$ cat config.mk
export PLATFORM = sky130hd
export DESIGN_NAME = score_ctrl_flat
export DESIGN_NICKNAME = d
export VERILOG_FILES = /design/src/rtl/score_ctrl_if.sv /design/src/rtl/score_ctrl.sv /design/src/flat_wrapper.sv
export SDC_FILE = /design/constraint.sdc
export NUM_CORES = 1
export LEC_CHECK = 0
export ABC_AREA = 1
export BUFFER_PORTS_ARGS = -buffer_cell sky130_fd_sc_hd__buf_2
export CORE_ASPECT_RATIO = 1.1
export CORE_MARGIN = 2
export CORE_UTILIZATION = 55
export CTS_BUF_LIST = sky130_fd_sc_hd__clkbuf_4
export DETAILED_ROUTE_END_ITERATION = 10
export GPL_TIMING_DRIVEN = 0
export PLACE_DENSITY = 0.75
export SETUP_SLACK_MARGIN = 0.4
export SKIP_CTS_REPAIR_TIMING = 1
export SYNTH_ARGS = -nofsm -noshare
export SYNTH_HDL_FRONTEND = slang
export SYNTH_SLANG_ARGS = --single-unit
$ cat constraint.sdc
create_clock -name clk -period 2 [get_ports clk]
set_input_delay 0.3 -clock clk [delete_from_list [all_inputs] [get_ports clk]]
set_output_delay 0.3 -clock clk [all_outputs]
set_load 0.05 [all_outputs]
$ cat src/rtl/score_ctrl_if.sv
// ---------------------------------------------------------------------------
// score_ctrl_if : frame/point inputs and score/display outputs of score_ctrl
// Rev 1.0
// ---------------------------------------------------------------------------
`default_nettype none

interface score_ctrl_if;
  logic       vsync;
  logic       start;
  logic       pt0;
  logic       pt1;
  logic [3:0] score0;
  logic [3:0] score1;
  logic [1:0] winner;
  logic       game_over;
  logic       blank;

  modport master (
    output vsync, start, pt0, pt1,
    input  score0, score1, winner, game_over, blank
  );

  modport slave (
    input  vsync, start, pt0, pt1,
    output score0, score1, winner, game_over, blank
  );
endinterface

`default_nettype wire

$ cat src/rtl/score_ctrl.sv
// ---------------------------------------------------------------------------
// score_ctrl : frame-synchronous two-player score sequencer with win/blink
// Rev 1.0
// ---------------------------------------------------------------------------
`default_nettype none

module score_ctrl #(
  parameter int WIN_SCORE    = 5,
  parameter int HOLD_FRAMES  = 30,
  parameter int BLINK_FRAMES = 15
) (
  input  logic         clk,
  input  logic         rst,
  score_ctrl_if.slave  bus
);

  localparam logic [3:0] C_WIN_DIGIT  = 4'(WIN_SCORE);
  localparam logic [7:0] C_HOLD_LOAD  = 8'(HOLD_FRAMES);
  localparam logic [7:0] C_BLINK_LAST = 8'(BLINK_FRAMES - 1);

  typedef enum logic [1:0] {
    ST_IDLE      = 2'd0,
    ST_PLAY      = 2'd1,
    ST_HOLD      = 2'd2,
    ST_GAME_OVER = 2'd3
  } state_t;

  state_t     r_state, w_state_nxt;
  logic [3:0] r_score0, w_score0_nxt;
  logic [3:0] r_score1, w_score1_nxt;
  logic [1:0] r_winner, w_winner_nxt;
  logic       r_game_over, w_game_over_nxt;
  logic       r_blank, w_blank_nxt;
  logic       r_pend0, w_pend0_nxt;
  logic       r_pend1, w_pend1_nxt;
  logic       r_rr, w_rr_nxt;
  logic [7:0] r_hold_cnt, w_hold_cnt_nxt;
  logic [7:0] r_blink_cnt, w_blink_cnt_nxt;
  logic       r_vsync_q;

  logic       w_frame_tick;
  logic       w_commit0;
  logic       w_commit1;
  logic [3:0] w_score0_inc;
  logic [3:0] w_score1_inc;

  assign w_frame_tick = r_vsync_q & ~bus.vsync;
  assign w_score0_inc = r_score0 + 4'd1;
  assign w_score1_inc = r_score1 + 4'd1;

  // Round-robin pointer only matters when both players are pending.
  assign w_commit0 = w_frame_tick && (r_state == ST_PLAY) && r_pend0 && (!r_pend1 || !r_rr);
  assign w_commit1 = w_frame_tick && (r_state == ST_PLAY) && r_pend1 && (!r_pend0 || r_rr);

  always_ff @(posedge clk or posedge rst) begin
    if (rst) begin
      r_state     <= ST_IDLE;
      r_score0    <= 4'd0;
      r_score1    <= 4'd0;
      r_winner    <= 2'd0;
      r_game_over <= 1'b0;
      r_blank     <= 1'b0;
      r_pend0     <= 1'b0;
      r_pend1     <= 1'b0;
      r_rr        <= 1'b0;
      r_hold_cnt  <= 8'd0;
      r_blink_cnt <= 8'd0;
      r_vsync_q   <= 1'b1;
    end else begin
      r_state     <= w_state_nxt;
      r_score0    <= w_score0_nxt;
      r_score1    <= w_score1_nxt;
      r_winner    <= w_winner_nxt;
      r_game_over <= w_game_over_nxt;
      r_blank     <= w_blank_nxt;
      r_pend0     <= w_pend0_nxt;
      r_pend1     <= w_pend1_nxt;
      r_rr        <= w_rr_nxt;
      r_hold_cnt  <= w_hold_cnt_nxt;
      r_blink_cnt <= w_blink_cnt_nxt;
      r_vsync_q   <= bus.vsync;
    end
  end

  always_comb begin
    w_state_nxt     = r_state;
    w_score0_nxt    = r_score0;
    w_score1_nxt    = r_score1;
    w_winner_nxt    = r_winner;
    w_game_over_nxt = r_game_over;
    w_blank_nxt     = r_blank;
    w_rr_nxt        = r_rr;
    w_hold_cnt_nxt  = r_hold_cnt;
    w_blink_cnt_nxt = r_blink_cnt;
    w_pend0_nxt     = 1'b0;
    w_pend1_nxt     = 1'b0;

    case (r_state)
      ST_IDLE: begin
        if (bus.start) begin
          w_state_nxt     = ST_PLAY;
          w_score0_nxt    = 4'd0;
          w_score1_nxt    = 4'd0;
          w_winner_nxt    = 2'd0;
          w_game_over_nxt = 1'b0;
          w_blank_nxt     = 1'b0;
          w_rr_nxt        = 1'b0;
        end
      end

      ST_PLAY: begin
        if (r_pend0 && r_pend1 && w_frame_tick) begin
          w_rr_nxt = ~r_rr;
        end
        if (w_commit0) begin
          w_score0_nxt = w_score0_inc;
          if (w_score0_inc == C_WIN_DIGIT) begin
            w_state_nxt     = ST_GAME_OVER;
            w_winner_nxt    = 2'd1;
            w_game_over_nxt = 1'b1;
            w_blink_cnt_nxt = 8'd0;
            w_blank_nxt     = 1'b0;
          end else begin
            w_state_nxt    = ST_HOLD;
            w_hold_cnt_nxt = C_HOLD_LOAD;
          end
        end else if (w_commit1) begin
          w_score1_nxt = w_score1_inc;
          if (w_score1_inc == C_WIN_DIGIT) begin
            w_state_nxt     = ST_GAME_OVER;
            w_winner_nxt    = 2'd2;
            w_game_over_nxt = 1'b1;
            w_blink_cnt_nxt = 8'd0;
            w_blank_nxt     = 1'b0;
          end else begin
            w_state_nxt    = ST_HOLD;
            w_hold_cnt_nxt = C_HOLD_LOAD;
          end
        end
      end

      ST_HOLD: begin
        if (w_frame_tick) begin
          w_hold_cnt_nxt = r_hold_cnt - 8'd1;
          if (r_hold_cnt == 8'd1) begin
            w_state_nxt = ST_PLAY;
          end
        end
      end

      ST_GAME_OVER: begin
        // A restart on the same cycle as a frame boundary suppresses the blink step.
        if (bus.start) begin
          w_state_nxt     = ST_PLAY;
          w_score0_nxt    = 4'd0;
          w_score1_nxt    = 4'd0;
          w_winner_nxt    = 2'd0;
          w_game_over_nxt = 1'b0;
          w_blank_nxt     = 1'b0;
          w_rr_nxt        = 1'b0;
          w_blink_cnt_nxt = 8'd0;
        end else if (w_frame_tick) begin
          if (r_blink_cnt == C_BLINK_LAST) begin
            w_blank_nxt     = ~r_blank;
            w_blink_cnt_nxt = 8'd0;
          end else begin
            w_blink_cnt_nxt = r_blink_cnt + 8'd1;
          end
        end
      end

      default: begin
        w_state_nxt = ST_IDLE;
      end
    endcase

    // New events beat a same-cycle commit; latches stay empty outside active play.
    if (((r_state == ST_PLAY) || (r_state == ST_HOLD)) && (w_state_nxt != ST_GAME_OVER)) begin
      w_pend0_nxt = bus.pt0 | (r_pend0 & ~w_commit0);
      w_pend1_nxt = bus.pt1 | (r_pend1 & ~w_commit1);
    end
  end

  assign bus.score0    = r_score0;
  assign bus.score1    = r_score1;
  assign bus.winner    = r_winner;
  assign bus.game_over = r_game_over;
  assign bus.blank     = r_blank;

endmodule

`default_nettype wire
$ cat src/flat_wrapper.sv
// flat-port wrapper written by rule: the top's interface ports become plain ports
module score_ctrl_flat 
#(
  parameter int WIN_SCORE    = 5,
  parameter int HOLD_FRAMES  = 30,
  parameter int BLINK_FRAMES = 15
)
  (clk, rst, bus_vsync, bus_start, bus_pt0, bus_pt1, bus_score0, bus_score1, bus_winner, bus_game_over, bus_blank);
  score_ctrl_if bus_i ();
  input  logic clk;
  input  logic rst;
  input wire logic [$bits(bus_i.vsync)-1:0] bus_vsync;
  input wire logic [$bits(bus_i.start)-1:0] bus_start;
  input wire logic [$bits(bus_i.pt0)-1:0] bus_pt0;
  input wire logic [$bits(bus_i.pt1)-1:0] bus_pt1;
  output wire logic [$bits(bus_i.score0)-1:0] bus_score0;
  output wire logic [$bits(bus_i.score1)-1:0] bus_score1;
  output wire logic [$bits(bus_i.winner)-1:0] bus_winner;
  output wire logic [$bits(bus_i.game_over)-1:0] bus_game_over;
  output wire logic [$bits(bus_i.blank)-1:0] bus_blank;
  assign bus_i.vsync = bus_vsync;
  assign bus_i.start = bus_start;
  assign bus_i.pt0 = bus_pt0;
  assign bus_i.pt1 = bus_pt1;
  assign bus_score0 = bus_i.score0;
  assign bus_score1 = bus_i.score1;
  assign bus_winner = bus_i.winner;
  assign bus_game_over = bus_i.game_over;
  assign bus_blank = bus_i.blank;
  score_ctrl #(.WIN_SCORE(WIN_SCORE), .HOLD_FRAMES(HOLD_FRAMES), .BLINK_FRAMES(BLINK_FRAMES)) u_core (.clk(clk), .rst(rst), .bus(bus_i));
endmodule
==> results of run 1 <==
## kinds of logic after synthesis
group | Yosys count | synth area share, %
compound gates | 38 | 9.44
fa+ha+maj | 13 | 7.58
simple gates | 148 | 31.8
flops | 34 | 39.7
buf+inv | 43 | 7.87
xor+xnor | 9 | 3.67
## layout make-up
| class | count | area (µm²) | area share [%] |
|---|---|---|---|
| well taps | 50 | 62.6 | 2.23 |
| multi-input cells | 208 | 1340 | 47.8 |
| repair inverters | 1 | 6.26 | 0.223 |
| repair buffers | 40 | 287 | 10.2 |
| clock inverters | 3 | 11.3 | 0.402 |
| clock buffers | 5 | 37.5 | 1.34 |
| flip-flops and latches | 34 | 858 | 30.7 |
| inverters | 40 | 165 | 5.90 |
| plain buffers | 3 | 33.8 | 1.21 |
## state kept, by name, summed over array words and instances (netlist names), 2 cells and up
signal,cells
u_core.bus.score0,4
u_core.bus.score1,4
u_core.bus.winner,2
u_core.r_blink_cnt,8
u_core.r_hold_cnt,8
u_core.r_state,2
## synth_stat cells (all sizes together)
library cell   n  share of area (%)
nor2b          1               0.29
ha            13                7.6
nor2          35                7.7
buf            2               0.58
dfrtp         33                 38
clkbuf         1               0.17
o21ai         22                5.1
xnor2          1               0.41
inv           40                7.1
nand3         20                4.9
dfstp          1                1.2
a31oi          1               0.29
o22ai          4                1.2
nand2         80                 15
nor3           3               0.70
a21oi         10                2.5
a21o           1               0.35
nand3b         1               0.35
nand4          5                2.2
or2            3               0.87
xor2           8                3.3
## worst max-delay path, stage by stage, from the launching register on
cell and delay (ns):
dfrtp_2 0.44, buf_4 0.15, inv_2 0.04, ha_2 0.16, inv_1 0.05, nor2_2 0.13, nand2_2 0.10, nand2_2 0.09
nand2_4 0.07, nor2_8 0.22, inv_6 0.07, o21ai_2 0.12, nor2_2 0.05
## worst paths after layout
| check | endpoint | slack (ns) |
|---|---|---|
| max | u_core.r_blink_cnt[3] | 0.23 |
| min | u_core.r_vsync_q | 0.05 |
| max reg2reg | u_core.r_blink_cnt[3] | 0.23 |
| min reg2reg | u_core.bus.winner[1] | 0.51 |
| max in group asynchronous | u_core.r_state[0] | 1.44 |
| min in group asynchronous | u_core.r_blink_cnt[3] | 0.06 |
## stage by stage
stage | cells | hold WS, ns
3_3_place_gp | 352 | 0.417
6_report | 384 | 0.0479
4_1_cts | 360 | 0.0468
5_1_grt | 384 | 0.0454
3_5_place_dp | 352 | 0.420
2_1_floorplan | 285 | 0.304
## metal layers
layer / share of wire (%) / global-route usage [%]
met1: 43 / 25.3
met2: 52 / 35.7
met3: 3.6 / 4.38
met4: 1.9 / 9.18
met5: 0 / 0
## where the power goes
group,switching (mW),internal (mW),leakage [nW],total (mW)
Sequential,0.158,0.843,0.440,1.00
Combinational,1.37,0.886,0.882,2.25
Clock,0.241,0.125,0.0277,0.366
Total,1.77,1.85,1.35,3.62
==> key figures, run 1 <==
Outcome
  – Run status: completed

Routing
  – Via count: 2016
  – Wire per inst: 13.0 µm
  – Detail Route Antenna Nets: 0
  – Drt initial violations: 125
  – # DRC: 0
  – Routed WL: 5.01 mm
  – Routed vias/inst: 5.25
  – TritonRoute pass-1 iters: 4

Power
  – Tot Pwr: 3.62 mW
  – Leak: 1.35 nW
  – Pwr Density: 1290 mW/mm²
  – Max IR drop VDD: 0.666 mV

Clocking
  – Clock root buffer: clkbuf_4
  – Later-pin clock latency in the skew report: 0.35 ns
  – CTS tree: built
  – # clock sinks: 34
  – CTS max path bufs: 2
  – Clock slew at reported path FFs: 0.11 ns
  – Inserted Clock Buffers: 5
  – Number of H-tree levels: 2

Min path
  – Worst hold path cell count: 1
  – HP Class: in2reg
  – Hold path start: bus_vsync

Placement
  – Final RePlAce weighted congestion: 0.804
  – Number of port buffers: 17
  – Dpl ws: 0.116 ns
  – Area of placed instances: 0.00233 mm²
  – DP HPWL: 3.02 mm

Final layout
  – Fillers: 272
  – Share of layout cells above drive strength 1: 36.2%
  – Area delta synth->final: 30.4%
  – Nets: 352
  – Ant. Diodes: 0
  – Commonest non-fill, non-tap cell in the layout: nand2_1
  – Commonest non-fill, non-tap cells in the layout: nand2_1 (64), inv_1 (29), dfrtp_1 (28)
  – Post-route cell area: 0.00280 mm²
  – Utilization after layout: 76.0%

Die
  – Row Count: 23
  – Die Ht: 69.5 µm
  – Chip width: 63.6 µm
  – IO Pins: 18
  – Die Footprint: 0.00442 mm²
  – Initial Util: 58.3%
  – Core area: 0.00368 mm²

Logic synthesis
  – Synth warn: 0
  – Mapped Cells: 285
  – Mean post-synth cell area: 7.53 µm²
  – Syn_nets: 304
  – Yosys cell types: 33
  – Synth Register Bits: 34
  – Synthesized cell area: 0.00215 mm²
  – Register area share after synthesis: 39.7%

Timing
  – Actual slew at the worst max-slew pin: 0.713 ns
  – Minimum clock period: 1.77 ns
  – Setup violations, final: 0
  – Pins Over Slew Limit: 0
  – Worst Skew: 0.00440 ns
  – Slew HR: 52.4%
  – Fin Setup TNS: 0 ns
  – Crit share post-route: 88.5%
  – Final Hold Viols: 0
  – Setup WS post-layout: 0.230 ns
  – Max Freq: 565 MHz
  – RSZ-0062 raised after global routing: yes

Global routing
  – Pin count of the biggest net entering global routing: 35
  – Number of global-route vias before repair: 1788
  – First-pass GRT wire length: 7.40 mm
  – GRT Overall Usage: 20.9%
  – Initial antenna violation count: 0
  – Total gr overflow: 0

Run
  – Max cap viols: 0

Critical path
  – Critical path type: reg2reg
  – Worst R2R Path Depth: 12
  – Crit path launch: u_core.bus.score0[0]
  – Worst Path Max Fanout: 8
  – Critical Path RT: 2.25 ns
  – Launch point of the worst reg-to-reg path: u_core.bus.score0[0]
  – Worst path arrival time: 2.02 ns
  – Worst Setup End Kind: flip-flop
  – Crit start category: flip-flop
Note: power is estimated with default switching activity, not from simulation.
==> run 2: changes to the inputs <==
--- a/config.mk
+++ b/config.mk
@@ -12,7 +12,6 @@
 export CORE_UTILIZATION = 55
 export CTS_BUF_LIST = sky130_fd_sc_hd__clkbuf_4
 export DETAILED_ROUTE_END_ITERATION = 10
-export GPL_TIMING_DRIVEN = 0
 export PLACE_DENSITY = 0.75
 export SETUP_SLACK_MARGIN = 0.4
 export SKIP_CTS_REPAIR_TIMING = 1
==> run 2 against run 1 <==
  * Combinational power is 5% lower
  * Power is 3.1% lower
  * Clock power is 4% higher
  * Die area stayed put
  * Count of clock-buffer cells in the layout is 1 higher
  * Routed wire length is 1.2% lower
  * Sequential power hardly changed
  * Cell count is 1.6% lower
  * Highest routed layer unchanged
==> key figures, run 2 (synthesized netlist as in run 1, its figures left out) <==
Routing
  – Routed WL: 4.95 mm (-1.2%)
  – Via count: 1978 (-1.9%)
  – Drt initial violations: 86 (-31%)
  – Detail Route Antenna Nets: 0 (unchanged)
  – TritonRoute pass-1 iters: 4 (unchanged)
  – Routed vias/inst: 5.23 (-0.33%)
  – # DRC: 0 (unchanged)
  – Wire per inst: 13.1 µm (+0.41%)

Die
  – IO Pins: 18 (unchanged)
  – Initial Util: 58.3% (unchanged)
  – Row Count: 23 (unchanged)
  – Chip width: 63.6 µm (unchanged)
  – Core area: 0.00368 mm² (unchanged)
  – Die Ht: 69.5 µm (unchanged)
  – Die Footprint: 0.00442 mm² (unchanged)

Power
  – Tot Pwr: 3.51 mW (-3.1%)
  – Pwr Density: 1290 mW/mm² (-0.58%)
  – Leak: 1.31 nW (-3.2%)
  – Reg power frac: 28.3% (+0.7 points)
  – Psw: 1.73 mW (-1.8%)
  – P_int: 1.77 mW (-4.4%)
  – Clock share of power: 10.9% (+0.8 points)
  – Sw frac: 49.4% (+0.66 points)
  – Combinational share of power: 60.8% (-1.4 points)
  – Max IR drop VDD: 0.526 mV (-21%)

Critical path
  – Worst Path Max Fanout: 6 (-2)
  – Worst Setup End Kind: flip-flop
  – Worst path arrival time: 2.06 ns (+0.04 ns)
  – Critical Path RT: 2.23 ns (-0.02 ns)
  – Critical path type: reg2reg
  – Crit path launch: u_core.r_state[1]
  – Worst R2R Path Depth: 11 (-1)
  – End of the critical path: u_core.r_blink_cnt[3]
  – Launch point of the worst reg-to-reg path: u_core.r_state[1]
  – RR Endpoint: u_core.r_blink_cnt[3]
  – Crit start category: flip-flop
  – CP max stage delay: 0.42 ns (-0.02 ns)
  – Slowest-stage cell, CP: dfrtp_1
  – Crit path cell chain: inv_2, ha_4, nand3_4, nor2_4, nor2_4, nand2_4, nand2_4, nor2_8, inv_6, o21ai_4, nor2_2
  – Internal reg-to-reg setup slack: 0.18 ns (-0.06 ns)

Run
  – Max cap viols: 0 (unchanged)

Min path
  – Hold path start: bus_vsync
  – HP Class: in2reg

Clocking
  – Later-pin clock latency in the skew report: 0.35 ns (about the same)
  – Clock root buffer: clkbuf_4
  – Clock slew at reported path FFs: 0.11 ns (about the same)
  – Inserted Clock Buffers: 5 (unchanged)
  – Number of H-tree levels: 2 (unchanged)
  – CTS tree: built
  – CTS max path bufs: 2 (unchanged)
  – # clock sinks: 34 (unchanged)

Final layout
  – Fillers: 294 (+8.1%)
  – Nets: 346 (-1.7%)
  – Ant. Diodes: 0 (unchanged)
  – Commonest non-fill, non-tap cell in the layout: nand2_1
  – Commonest non-fill, non-tap cells in the layout: nand2_1 (69), inv_1 (31), dfrtp_1 (28)
  – Area delta synth->final: 27.1%
  – Top Registers: u_core.r_blink_cnt x8, u_core.r_hold_cnt x8
  – Share of layout cells above drive strength 1: 31.4% (-4.8 points)
  – Utilization after layout: 74.1% (-1.9 points)

Timing
  – RSZ-0062 raised after global routing: yes
  – Setup violations, final: 0 (unchanged)
  – Worst hold slack: 0.0500 ns (+0.00212 ns)
  – Fin Setup TNS: 0 ns (unchanged)
  – Worst Skew: 0.0165 ns (+0.0121 ns)
  – Final Hold Viols: 0 (unchanged)
  – Actual slew at the worst max-slew pin: 0.489 ns (-0.224 ns)
  – Slew HR: 67.4% (+15 points)
  – Minimum clock period: 1.82 ns (+0.0551 ns)
  – Crit share post-route: 91.2% (+2.8 points)
  – Max Freq: 548 MHz (-3.0%)
  – Pins Over Slew Limit: 0 (unchanged)

Global routing
  – GRT Overall Usage: 19.8% (-1.2 points)
  – Initial antenna violation count: 0 (unchanged)
  – Pin count of the biggest net entering global routing: 19 (-46%)
  – Number of global-route vias before repair: 1693 (-5.3%)
  – Total gr overflow: 0 (unchanged)
  – First-pass GRT wire length: 7.05 mm (-4.7%)

Outcome
  – Run status: completed

Placement
  – Number of port buffers: 17 (unchanged)
  – Final RePlAce weighted congestion: 0.903 (+12%)
  – DP HPWL: 3.06 mm (+1.3%)
-- run 2: cell types whose count changed in the layout (fill, tap and decap cells not counted), moves of 2 or more --
| cell | before | now |
|---|---|---|
| nand2_1 | 64 | 69 |
| nand2_2 | 11 | 6 |
| buf_4 | 20 | 13 |
| ha_1 | 7 | 9 |
| o21ai_2 | 9 | 2 |
| clkinv_1 | 3 | 1 |
| inv_1 | 29 | 31 |
| o21ai_1 | 6 | 12 |
-- run 2: critical path: cells and delay by family (launching register included) --
kind | cells | cell delay (ns)
adder cells (fa/ha/maj) | 1 | 0.17
AND/OR/NAND/NOR | 7 | 0.80
buffers and inverters | 2 | 0.17
flip-flops | 1 | 0.42
AO/OA/AOI/OAI | 1 | 0.14
-- run 2: how the worst min path moves through the flow --
stage	endpoint	cells after the start
after global placement	u_core.r_blink_cnt[0]	3
final	u_core.r_vsync_q	1
after CTS	u_core.r_hold_cnt[7]	3
after detailed placement	u_core.r_blink_cnt[0]	3
after global routing	u_core.r_vsync_q	1
after floorplan	u_core.r_vsync_q	0
-- run 2: metrics by stage --
stage | instances | instance area (µm²) | setup WS [ns]
6_report | 378 | 2730 | 0.175
5_1_grt | 378 | 2730 | 0.0806
4_1_cts | 360 | 2380 | 0.138
3_5_place_dp | 352 | 2330 | 0.181
3_3_place_gp | 352 | 2330 | 0.228
2_1_floorplan | 285 | 2180 | 0.251
-- run 2: final cells by class --
cell class	instances	area [µm²]	share of cell area [%]
Sequential cell	34	858	31.5
Tap cell	50	62.6	2.29
Clock inverter	2	8.76	0.321
Inverter	40	160	5.87
Timing Repair Buffer	35	246	9.03
Multi-Input combinational cell	210	1340	49.2
Timing Repair inverter	1	6.26	0.229
Clock buffer	6	45.0	1.65
-- run 2: power groups by stage --
stage | clock network [mW] | registers, mW | logic, mW
3_3_place_gp | 0 | 1.01 | 1.44
2_1_floorplan | 0 | 1.18 | 1.02
4_1_cts | 0.390 | 0.997 | 1.46
6_report | 0.382 | 0.994 | 2.13
3_5_place_dp | 0 | 1.01 | 1.46
5_1_grt | 0.432 | 1.02 | 2.33
-- run 2: layer usage --
layer | vias to the layer above | share of wire [%] | global-route usage (%)
met2 | 40 | 53 | 32.6
met3 | 10 | 3.5 | 5.52
met1 | 935 | 42 | 24.8
met5 | - | 0 | 0
met4 | 0 | 1.7 | 6.76
li1 | 993 | - | -
